===== src/rtl/cpu8_pkg.sv =====
// Shared types and constants for the 8-bit CPU fetch path.
// Contents: ifu_state_t FSM encoding, address/data widths, reset fetch
// address and a saturating 16-bit increment helper.
package cpu8_pkg;

    localparam int ADDR_W = 8;
    localparam int DATA_W = 8;

    localparam logic [ADDR_W-1:0] IFU_RESET_IP = 8'h00;

    typedef enum logic [1:0] {
        IDLE  = 2'd0,
        RUN   = 2'd1,
        STALL = 2'd2
    } ifu_state_t;

    // Increment that sticks at all-ones instead of wrapping.
    function automatic logic [15:0] sat_inc16(input logic [15:0] v);
        if (v == 16'hFFFF) begin
            return v;
        end else begin
            return v + 16'd1;
        end
    endfunction

endpackage


===== src/rtl/ifu_fifo.sv =====
// Prefetch FIFO: DEPTH entries of W bits, synchronous push/pop/clear.
// The head entry is readable combinationally; it is only meaningful while
// level is non-zero.
// Ports: clk, rst (sync, active high), clear (flush), push/push_data,
//        pop, head_data (head entry), level (occupied entries 0..DEPTH).
module ifu_fifo
    import cpu8_pkg::*;
#(
    parameter int DEPTH = 4,
    parameter int W     = 16
) (
    input  logic         clk,
    input  logic         rst,
    input  logic         clear,
    input  logic         push,
    input  logic [W-1:0] push_data,
    input  logic         pop,
    output logic [W-1:0] head_data,
    output logic [3:0]   level
);

    localparam int         PTR_W   = $clog2(DEPTH);
    localparam logic [3:0] DEPTH_L = 4'(DEPTH);

    logic [W-1:0]     mem_r [DEPTH];
    logic [PTR_W-1:0] rd_ptr_r;
    logic [PTR_W-1:0] wr_ptr_r;
    logic [3:0]       cnt_r;
    logic             push_ok_s;
    logic             pop_ok_s;

    assign push_ok_s = push && (cnt_r < DEPTH_L);
    assign pop_ok_s  = pop && (cnt_r != 4'd0);
    assign head_data = mem_r[rd_ptr_r];
    assign level     = cnt_r;

    // Pointer and occupancy bookkeeping; clear discards all entries.
    always_ff @(posedge clk) begin
        if (rst || clear) begin
            rd_ptr_r <= '0;
            wr_ptr_r <= '0;
            cnt_r    <= 4'd0;
        end else begin
            if (push_ok_s) begin
                wr_ptr_r <= wr_ptr_r + 1'b1;
            end
            if (pop_ok_s) begin
                rd_ptr_r <= rd_ptr_r + 1'b1;
            end
            case ({push_ok_s, pop_ok_s})
                2'b10:   cnt_r <= cnt_r + 4'd1;
                2'b01:   cnt_r <= cnt_r - 4'd1;
                default: cnt_r <= cnt_r;
            endcase
        end
    end

    // Storage array; contents past the level are don't-care, so no reset.
    always_ff @(posedge clk) begin
        if (push_ok_s && !clear && !rst) begin
            mem_r[wr_ptr_r] <= push_data;
        end
    end

endmodule


===== src/rtl/instr_fetch_unit.sv =====
// Instruction fetch unit: prefetches bytes from the shared 8-bit RAM into a
// small FIFO and presents the head byte to the control unit.
// Ports: clk, rst (sync, active high), run, mem_busy, mem_addr, mem_rd_en,
//        mem_rdata, ip_load, ip_target, ibuf, ibuf_valid, ibuf_ready,
//        fetch_ip, fifo_level; stall_cnt when IFU_PERF_CNT_EN is defined.
// Optional feature macro: IFU_PERF_CNT_EN (stall cycle counter).
module instr_fetch_unit
    import cpu8_pkg::*;
#(
    parameter int DEPTH       = 4,
    parameter int RAM_LATENCY = 1
) (
    input  logic              clk,
    input  logic              rst,
    input  logic              run,
    input  logic              mem_busy,
    output logic [ADDR_W-1:0] mem_addr,
    output logic              mem_rd_en,
    input  logic [DATA_W-1:0] mem_rdata,
    input  logic              ip_load,
    input  logic [ADDR_W-1:0] ip_target,
    output logic [DATA_W-1:0] ibuf,
    output logic              ibuf_valid,
    input  logic              ibuf_ready,
    output logic [ADDR_W-1:0] fetch_ip,
    output logic [3:0]        fifo_level
`ifdef IFU_PERF_CNT_EN
    ,
    output logic [15:0]       stall_cnt
`endif
);

    localparam logic [4:0] DEPTH_L = 5'(DEPTH);

    ifu_state_t              state_r;
    ifu_state_t              state_s;
    logic [ADDR_W-1:0]       fptr_r;
    logic [RAM_LATENCY-1:0]  pipe_v_r;
    logic [ADDR_W-1:0]       pipe_a_r [RAM_LATENCY];
    logic [3:0]              in_flight_s;
    logic                    credit_ok_s;
    logic                    issue_s;
    logic                    push_s;
    logic                    pop_s;
    logic [15:0]             head_s;

    // Count reads still travelling through the RAM pipeline.
    always_comb begin
        in_flight_s = 4'd0;
        for (int i = 0; i < RAM_LATENCY; i++) begin
            in_flight_s = in_flight_s + {3'd0, pipe_v_r[i]};
        end
    end

    // Reserving FIFO space for in-flight reads means a response never
    // finds the FIFO full.
    assign credit_ok_s = ({1'b0, fifo_level} + {1'b0, in_flight_s}) < DEPTH_L;
    assign issue_s     = (state_r == RUN) && run && !mem_busy && credit_ok_s && !ip_load;
    assign mem_rd_en   = issue_s;
    assign mem_addr    = fptr_r;

    assign push_s     = pipe_v_r[RAM_LATENCY-1] && !ip_load;
    assign ibuf_valid = (fifo_level != 4'd0);
    assign pop_s      = ibuf_valid && ibuf_ready && !ip_load;
    assign ibuf       = ibuf_valid ? head_s[DATA_W-1:0] : 8'h00;
    assign fetch_ip   = ibuf_valid ? head_s[15:8] : 8'h00;

    ifu_fifo #(.DEPTH(DEPTH), .W(16)) u_fifo (
        .clk       (clk),
        .rst       (rst),
        .clear     (ip_load),
        .push      (push_s),
        .push_data ({pipe_a_r[RAM_LATENCY-1], mem_rdata}),
        .pop       (pop_s),
        .head_data (head_s),
        .level     (fifo_level)
    );

    // FSM state register.
    always_ff @(posedge clk) begin
        if (rst) begin
            state_r <= IDLE;
        end else begin
            state_r <= state_s;
        end
    end

    // FSM next-state logic.
    always_comb begin
        state_s = state_r;
        case (state_r)
            IDLE: begin
                if (run) begin
                    state_s = RUN;
                end else begin
                    state_s = IDLE;
                end
            end
            RUN: begin
                if (!run) begin
                    state_s = IDLE;
                end else if (mem_busy || !credit_ok_s) begin
                    state_s = STALL;
                end else begin
                    state_s = RUN;
                end
            end
            STALL: begin
                if (!run) begin
                    state_s = IDLE;
                end else if (!mem_busy && credit_ok_s) begin
                    state_s = RUN;
                end else begin
                    state_s = STALL;
                end
            end
            default: state_s = IDLE;
        endcase
    end

    // Fetch pointer: redirect wins over the post-issue increment.
    always_ff @(posedge clk) begin
        if (rst) begin
            fptr_r <= IFU_RESET_IP;
        end else if (ip_load) begin
            fptr_r <= ip_target;
        end else if (issue_s) begin
            fptr_r <= fptr_r + 8'd1;
        end
    end

    // Valid/address shift pipe matching the RAM read latency.
    always_ff @(posedge clk) begin
        if (rst || ip_load) begin
            pipe_v_r <= '0;
        end else begin
            pipe_v_r[0] <= issue_s;
            for (int i = 1; i < RAM_LATENCY; i++) begin
                pipe_v_r[i] <= pipe_v_r[i-1];
            end
        end
    end

    // Address half of the pipe; only meaningful alongside its valid bit.
    always_ff @(posedge clk) begin
        pipe_a_r[0] <= fptr_r;
        for (int i = 1; i < RAM_LATENCY; i++) begin
            pipe_a_r[i] <= pipe_a_r[i-1];
        end
    end

`ifdef IFU_PERF_CNT_EN
    logic [15:0] stall_cnt_r;
    assign stall_cnt = stall_cnt_r;

    // Cycles lost to stalls or to an empty buffer while running.
    always_ff @(posedge clk) begin
        if (rst) begin
            stall_cnt_r <= 16'd0;
        end else if ((state_r == STALL) || ((state_r == RUN) && !ibuf_valid)) begin
            stall_cnt_r <= sat_inc16(stall_cnt_r);
        end
    end
`endif

endmodule


===== config.mk =====
export PLATFORM = sky130hd
export DESIGN_NAME = instr_fetch_unit
export DESIGN_NICKNAME = d
export VERILOG_FILES = /design/src/rtl/cpu8_pkg.sv /design/src/rtl/ifu_fifo.sv /design/src/rtl/instr_fetch_unit.sv
export SDC_FILE = /design/constraint.sdc
export NUM_CORES = 1
export LEC_CHECK = 0
export ABC_AREA = 1
export BUFFER_PORTS_ARGS = -buffer_cell sky130_fd_sc_hd__buf_2
export CAP_MARGIN = 30
export CORE_ASPECT_RATIO = 1.25
export CORE_MARGIN = 5
export CORE_UTILIZATION = 50
export CTS_BUF_LIST = sky130_fd_sc_hd__clkbuf_8
export CTS_CLUSTER_DIAMETER = 120
export CTS_CLUSTER_SIZE = 25
export DETAILED_ROUTE_END_ITERATION = 10
export GPL_ROUTABILITY_DRIVEN = 0
export PLACE_DENSITY = 0.7
export SLEW_MARGIN = 20
export SYNTH_ARGS = -nofsm -noshare
export SYNTH_HDL_FRONTEND = slang
export SYNTH_SLANG_ARGS = --single-unit

===== constraint.sdc =====
create_clock -name clk -period 1.8 [get_ports clk]
set_input_delay 0.18 -clock clk [delete_from_list [all_inputs] [get_ports clk]]
set_output_delay 0.18 -clock clk [all_outputs]
set_load 0.01 [all_outputs]

==> results.sh, run 1 <==
export IMPL_crit_type="reg -> out"
export IMPL_port_buffers=51
export IMPL_finalNetCount=472
export IMPL_synth_nets=403
export IMPL_overflow=0
export IMPL_grt_max_degree=33
export IMPL_p_comb_share_pct=3.3
export IMPL_initial_core_util_pct=51.56
export IMPL_status="finished clean"
export IMPL_cts_path_max_buffers=2
export IMPL_p_clk_share_pct=35.6
export IMPL_ys_seq_elements=93
export IMPL_ys_warnings_count=0
export IMPL_drt_pass1_iter_count=4
export IMPL_post_drt_wl_per_cell_um=13.89
export IMPL_antennaDiodeCount=0
export IMPL_antenna_found_initial=0
export IMPL_end_kind="output pin"
export IMPL_ant_nets=0
export IMPL_final_period_utilization_pct=96.05
export IMPL_p_int_w=0.003002
export IMPL_h_tree_depth=3
export IMPL_startpoint="u_fifo.level[2]$_SDFFE_PP0P_"
export IMPL_die_area_sq_mm=0.009541
export IMPL_clk_pin_slew_worst_paths_ns=0.09
export IMPL_max_vdd_ir_drop_uv=402.4
export IMPL_pre_cts_ws_ns=0.03802
export IMPL_layout_drive_gt1_share_pct=24.11
export IMPL_r2r_end="u_fifo.level[2]$_SDFFE_PP0P_"
export IMPL_p_per_area_mw_per_mm2=825.0
export IMPL_dp_hpwl_mm=4.840
export IMPL_swShare_pct=21.31
export IMPL_setup_ws_ns=0.07118
export IMPL_fmax_mhz=578.4
export IMPL_drt_iter0_drc=134
export IMPL_finalHoldViolCount=0
export IMPL_r2r_start="u_fifo.level[3]$_SDFFE_PP0P_"
export IMPL_clock_sinks=93
export IMPL_routed_wl_mm=7.503
export IMPL_clock_root_buffer="clkbuf_8"
export IMPL_maxSlewHeadroom_pct=83.24
export IMPL_numCtsBuffers=9
export IMPL_totalPowerFinal_w=0.003815
export IMPL_finalSetupViolCount=0
export IMPL_report_final_slew_viol_count=0
export IMPL_reg2reg_setup_slack_ns=0.11
export IMPL_drc=0
export IMPL_fin_crit_ns=1.729
export IMPL_grt_pass1_wl_mm=12.12
export IMPL_vias_per_cell=5.056
export IMPL_arrival_ns=1.55
export IMPL_die_width_um=88.37
export IMPL_endpoint="fetch_ip[6]"
export IMPL_power_leakage_nw=1.838
export IMPL_grt_pass1_vias=2633
export IMPL_worst_path_max_fanout=16
export IMPL_ios=52
export IMPL_syn_area_sq_mm=0.003839
export IMPL_avgSynthCellArea_sq_um=10.26
export IMPL_cp_required_ns=1.62
export IMPL_reg2reg_depth=13
export IMPL_clk_latency_ns=0.35
export IMPL_synth_seq_area_share_pct=65.19
export IMPL_placementRows=35
export IMPL_power_frac_seq_pct=61.0
export IMPL_p_sw_w=0.0008129
export IMPL_ys_types=23
export IMPL_critical_path_startpoint_type="flop"
export IMPL_hold_path_class="in -> reg"
export IMPL_netlist_instances=374
export IMPL_die_height_um=108.0
export IMPL_rsz0062_at_grt="yes"
export IMPL_worst_pin_slew_ns=0.2488
export IMPL_grt_usage_pct=16.76
export IMPL_core_area_sq_mm=0.007445
export IMPL_cts_tree="built"
export IMPL_skew_ns=0.005795
export IMPL_syn2layout_area_growth_pct=20.47
export IMPL_dr_total_vias=2730
export IMPL_max_cap_violations=0
## cell usage after synthesis
cell type | count | area share (%)
or2_2 | 1 | 0.16
edfxtp_1 | 64 | 50
o211ai_1 | 1 | 0.20
xor2_1 | 3 | 0.68
nand3_2 | 1 | 0.26
clkbuf_1 | 5 | 0.49
o21ai_2 | 1 | 0.23
ha_1 | 7 | 2.3
dfxtp_1 | 29 | 15
nand3_1 | 14 | 1.8
nand3_4 | 1 | 0.46
nand2_2 | 2 | 0.33
nor3b_1 | 1 | 0.20
o21ai_0 | 46 | 6.0
nor2_1 | 84 | 8.2
a21oi_1 | 27 | 3.5
and2_4 | 1 | 0.23
nand4_1 | 3 | 0.49
nand2_1 | 42 | 4.1
buf_2 | 7 | 0.91
nor2_4 | 3 | 0.88
o21ai_4 | 1 | 0.42
inv_1 | 30 | 2.9
## worst min-delay path by stage
stage | startpoint | slack (ns) | depth (start not counted) | end
after CTS | mem_rdata[6] | 0.03 | 1 | u_fifo.mem_r[1][6]$_DFFE_PP_
after global placement | mem_addr[7]$_SDFFE_PP0P_ | 0.39 | 0 | pipe_a_r[0][7]$_DFF_P_
after floorplan | rst | 0.25 | 1 | mem_addr[0]$_SDFFE_PP0P_
after global routing | mem_rdata[6] | 0.01 | 1 | u_fifo.mem_r[1][6]$_DFFE_PP_
final | mem_rdata[3] | 0.04 | 1 | u_fifo.mem_r[2][3]$_DFFE_PP_
after detailed placement | mem_rdata[6] | 0.40 | 1 | u_fifo.mem_r[1][6]$_DFFE_PP_
## flip-flops by register name, indices dropped and copies added (netlist names), named ones only
register and count:
u_fifo.mem_r 64, mem_addr 8, pipe_a_r 8, u_fifo.level 4, state_r 2, u_fifo.rd_ptr_r 2
u_fifo.wr_ptr_r 2, pipe_v_r 1
## stage by stage
stage	utilization (%)	setup TNS, ns	hold WS, ns	instance area, sq um	cells
global placement	58.17	0	0.3934	4330	520
CTS	61.19	0	0.02643	4556	539
detailed placement	58.17	0	0.3969	4330	520
finish	62.12	0	0.03840	4624	540
floorplan	-	-0.7193	0.2491	3839	374
global route	62.12	-0.04646	0.01224	4624	540
## power groups by stage
stage | clock network [W] | registers, W | logic (W)
after floorplan | 0 | 0.00238 | 0.0000615
after global placement | 0 | 0.00238 | 0.000125
after detailed placement | 0 | 0.00238 | 0.000128
after CTS | 0.00138 | 0.00233 | 0.000129
after global routing | 0.00147 | 0.00233 | 0.000145
final | 0.00136 | 0.00233 | 0.000128
## repair_timing
item / 4_1_cts / 5_1_grt
endpoints found under the setup margin: 5 / 19
resized for setup: 3 / 17
pin swaps: 0 / 3
hold buffers: 0 / 0
buffers inserted: 3 / 0
cloned: 0 / 1
## cells by family after synthesis
group,Yosys count,share of synthesized area [%]
compound gates,76,10.37
buf+inv,42,4.335
simple gates,153,17.14
xor+xnor,3,0.6846
flops,93,65.19
fa+ha+maj,7,2.282
## routing by layer
layer | up-vias | GRT usage, % | part of all wire, %
li1 | 1399 | - | -
met1 | 1253 | 18.85 | 42
met2 | 72 | 30.70 | 52
met3 | 6 | 3.659 | 5.1
met4 | 0 | 5.832 | 0.83
met5 | - | 0 | 0
## layout by cell type (no fill, tap or decap), types with 2 or more instances in the layout
cell,instances
a21oi_1,26
buf_12,6
buf_2,51
buf_4,10
buf_6,2
clkbuf_8,9
clkinv_2,2
clkinv_4,2
dfxtp_1,25
dfxtp_2,2
dfxtp_4,2
edfxtp_1,64
ha_1,6
inv_1,29
nand2_1,42
nand2_2,2
nand3_1,14
nand4_1,3
nor2_1,80
nor2_2,4
nor2_4,3
o21ai_0,44
o21ai_1,2
xor2_1,3
## area by class of cell
type | instances | area (sq um)
inverter | 30 | 116.4
sequential | 93 | 2512
tap | 92 | 115.1
multi-input combinational | 239 | 1186
clock buffer | 9 | 123.9
fill | 610 | 2820
timing repair buffer | 70 | 498.0
clock inverter | 7 | 72.57
## critical path, stage by stage (launching register included)
cell and delay (ns):
dfxtp_2 0.40, nor2_4 0.05, nand2_2 0.05, buf_4 0.12, inv_1 0.05, buf_6 0.16
a21oi_1 0.19, buf_2 0.17
No activity file was read; power rests on OpenSTA's default activity.
==> run 2, diff against run 1 <==
--- a/config.mk
+++ b/config.mk
@@ -10,13 +10,13 @@
 export CAP_MARGIN = 30
 export CORE_ASPECT_RATIO = 1.25
 export CORE_MARGIN = 5
-export CORE_UTILIZATION = 50
+export CORE_UTILIZATION = 30
 export CTS_BUF_LIST = sky130_fd_sc_hd__clkbuf_8
 export CTS_CLUSTER_DIAMETER = 120
 export CTS_CLUSTER_SIZE = 25
 export DETAILED_ROUTE_END_ITERATION = 10
 export GPL_ROUTABILITY_DRIVEN = 0
-export PLACE_DENSITY = 0.7
+export PLACE_DENSITY = 0.43
 export SLEW_MARGIN = 20
 export SYNTH_ARGS = -nofsm -noshare
 export SYNTH_HDL_FRONTEND = slang
==> constraint.sdc (replaced) <==
create_clock -name clk -period 1.7 [get_ports clk]
set_input_delay 0.17 -clock clk [delete_from_list [all_inputs] [get_ports clk]]
set_output_delay 0.17 -clock clk [all_outputs]
set_load 0.01 [all_outputs]
==> run 2 against run 1 <==
- via count is the same
- routed wire length grew 13%
- critical path type unchanged
- clock power grew 22%
- sequential cell count is the same
- largest cell class unchanged
- non-clock buffer count grew 9
- setup slack lost 0.069 ns
- die area grew 59%
==> results.sh, run 2 (same netlist as run 1, synthesis figures left out) <==
export IMPL_final_period_utilization_pct=99.89
export IMPL_cts_path_max_buffers=2
export IMPL_status="finished clean"
export IMPL_totalPowerFinal_w=0.004274
export IMPL_vias_per_cell=4.368
export IMPL_cts_tree="built"
export IMPL_grt_max_degree=33
export IMPL_p_per_area_mw_per_mm2=872.4
export IMPL_drc=0
export IMPL_use_met3_pct=2.315
export IMPL_reg2reg_depth=12
export IMPL_cp_common_cell="nor2_1"
export IMPL_finalNetCount=481
export IMPL_final_cell_mix="nor2_1, edfxtp_1, buf_2"
export IMPL_p_clk_share_pct=38.9
export IMPL_grt_util_met1_pct=13.67
export IMPL_cp_slowest_stage_delay_ns=0.41
export IMPL_placementRows=46
export IMPL_hold_path_class="in -> reg"
export IMPL_dp_hpwl_mm=5.397
export IMPL_antennaDiodeCount=0
export IMPL_rsz0062_at_grt="yes"
export IMPL_fin_crit_ns=1.698
export IMPL_finalSetupViolCount=0
export IMPL_p_int_w=0.003377
export IMPL_post_drt_wl_per_cell_um=13.54
export IMPL_die_width_um=111.2
export IMPL_die_area_sq_mm=0.01517
export IMPL_maxSlewHeadroom_pct=83.81
export IMPL_critical_path_startpoint_type="flop"
export IMPL_initial_core_util_pct=30.45
export IMPL_power_frac_seq_pct=57.7
export IMPL_arrival_ns=1.53
export IMPL_grt_usage_pct=11.64
export IMPL_grtUsageMet2_pct=20.46
export IMPL_p_sw_w=0.0008974
export IMPL_r2r_start="u_fifo.level[2]$_SDFFE_PP0P_"
export IMPL_path_cells="buf_12 -> buf_4 -> nor2_1 -> nor2_1 -> o21ai_0 -> a21oi_1 -> buf_2"
export IMPL_clock_root_buffer="clkbuf_8"
export IMPL_reg2reg_setup_slack_ns=0.11
export IMPL_crit_type="reg -> out"
export IMPL_die_height_um=136.5
export IMPL_clk_pin_slew_worst_paths_ns=0.10
export IMPL_worst_pin_slew_ns=0.2403
export IMPL_swShare_pct=21.00
export IMPL_max_vdd_ir_drop_uv=481.4
export IMPL_finalHoldViolCount=0
export IMPL_worst_path_max_fanout=16
export IMPL_largest_reg_flops=64
export IMPL_p_comb_share_pct=3.3
export IMPL_skew_ns=0.01466
export IMPL_top_register="u_fifo.mem_r"
export IMPL_drt_pass1_iter_count=4
export IMPL_hold_buffers=0
export IMPL_h_tree_depth=3
export IMPL_antenna_found_initial=0
export IMPL_overflow=0
export IMPL_power_leakage_nw=1.906
export IMPL_ant_nets=0
export IMPL_report_final_slew_viol_count=0
export IMPL_grt_pass1_vias=2750
export IMPL_r2r_end="u_fifo.level[2]$_SDFFE_PP0P_"
export IMPL_final_util_pct=38.87
export IMPL_fill_cells=1259
export IMPL_max_cap_violations=0
export IMPL_port_buffers=51
export IMPL_routed_wl_mm=8.461
export IMPL_busiest_layer="met2"
export IMPL_critPathSlowestCell="dfxtp_4"
export IMPL_clk_latency_ns=0.36
export IMPL_dr_total_vias=2730
export IMPL_core_area_sq_mm=0.01260
export IMPL_syn2layout_area_growth_pct=27.64
export IMPL_numCtsBuffers=9
export IMPL_ios=52
export IMPL_cp_required_ns=1.53
export IMPL_drt_iter0_drc=115
export IMPL_grt_pass1_wl_mm=13.70
export IMPL_layout_drive_gt1_share_pct=28.23
export IMPL_endpoint="ibuf[6]"
export IMPL_fmax_mhz=588.9
export IMPL_end_kind="output pin"
export IMPL_clock_sinks=93
export IMPL_final_common_cell="nor2_1"
[run 2: worst max-delay path, delay by kind of cell, from the launching register on]
family | cells | cell delay (ns)
buffers and inverters | 3 | 0.42
flip-flops | 1 | 0.41
AO/OA/AOI/OAI | 2 | 0.24
AND/OR/NAND/NOR | 2 | 0.09
[run 2: area by class of cell]
class | instances | area [sq um] | area share [%]
Clock buffer | 10 | 137.6 | 2.809
Clock inverter | 6 | 93.84 | 1.915
Inverter | 30 | 116.4 | 2.375
Multi-Input combinational cell | 239 | 1241 | 25.33
Sequential cell | 93 | 2512 | 51.28
Tap cell | 168 | 210.2 | 4.290
Timing Repair Buffer | 79 | 588.1 | 12.00
[run 2: repair_timing]
action | 4_1_cts | 5_1_grt
endpoints found under the setup margin | 18 | 19
resized for setup | 18 | 19
pin swaps | 11 | 11
cloned | 1 | 0
buffers inserted | 5 | 4
[run 2: per-layer routing]
layer  share of wire [%]  routed length, um  up-vias
li1                    -                  -     1421
met1                  43               3658     1243
met2                  51               4287       52
met3                 4.0                336       14
met4                 2.1                179        0
met5                   0                  0        -
[run 2: per-stage QoR]
| stage | setup slack, ns | std cells | area [sq um] | setup TNS [ns] | hold slack [ns] |
|---|---|---|---|---|---|
| after global placement | 0.03728 | 599 | 4484 | 0 | 0.3909 |
| after detailed placement | -0.002311 | 599 | 4484 | -0.002311 | 0.3975 |
| after floorplan | -0.1057 | 374 | 3850 | -6.798 | 0.2391 |
| after CTS | -0.04216 | 621 | 4820 | -0.3114 | 0.007761 |
| final | 0.001821 | 625 | 4900 | 0 | 0.02355 |
| after global routing | -0.1168 | 625 | 4900 | -1.494 | 0.008506 |
[run 2: how the worst min path moves through the flow]
stage	end	startpoint	cells past startpoint
after global placement	u_fifo.mem_r[1][3]$_DFFE_PP_	mem_rdata[3]	1
after detailed placement	u_fifo.mem_r[2][7]$_DFFE_PP_	mem_rdata[7]	1
final	u_fifo.mem_r[2][7]$_DFFE_PP_	mem_rdata[7]	1
after global routing	u_fifo.mem_r[2][7]$_DFFE_PP_	mem_rdata[7]	1
after floorplan	mem_addr[0]$_SDFFE_PP0P_	rst	1
after CTS	u_fifo.mem_r[1][6]$_DFFE_PP_	mem_rdata[6]	1
[run 2: power groups by stage]
stage          combinational [W]  clock, W  sequential, W
2_1_floorplan          0.0000652         0        0.00252
3_3_place_gp            0.000139         0        0.00252
3_5_place_dp            0.000140         0        0.00252
4_1_cts                 0.000142   0.00172        0.00247
5_1_grt                 0.000160   0.00182        0.00248
6_report                0.000142   0.00166        0.00247
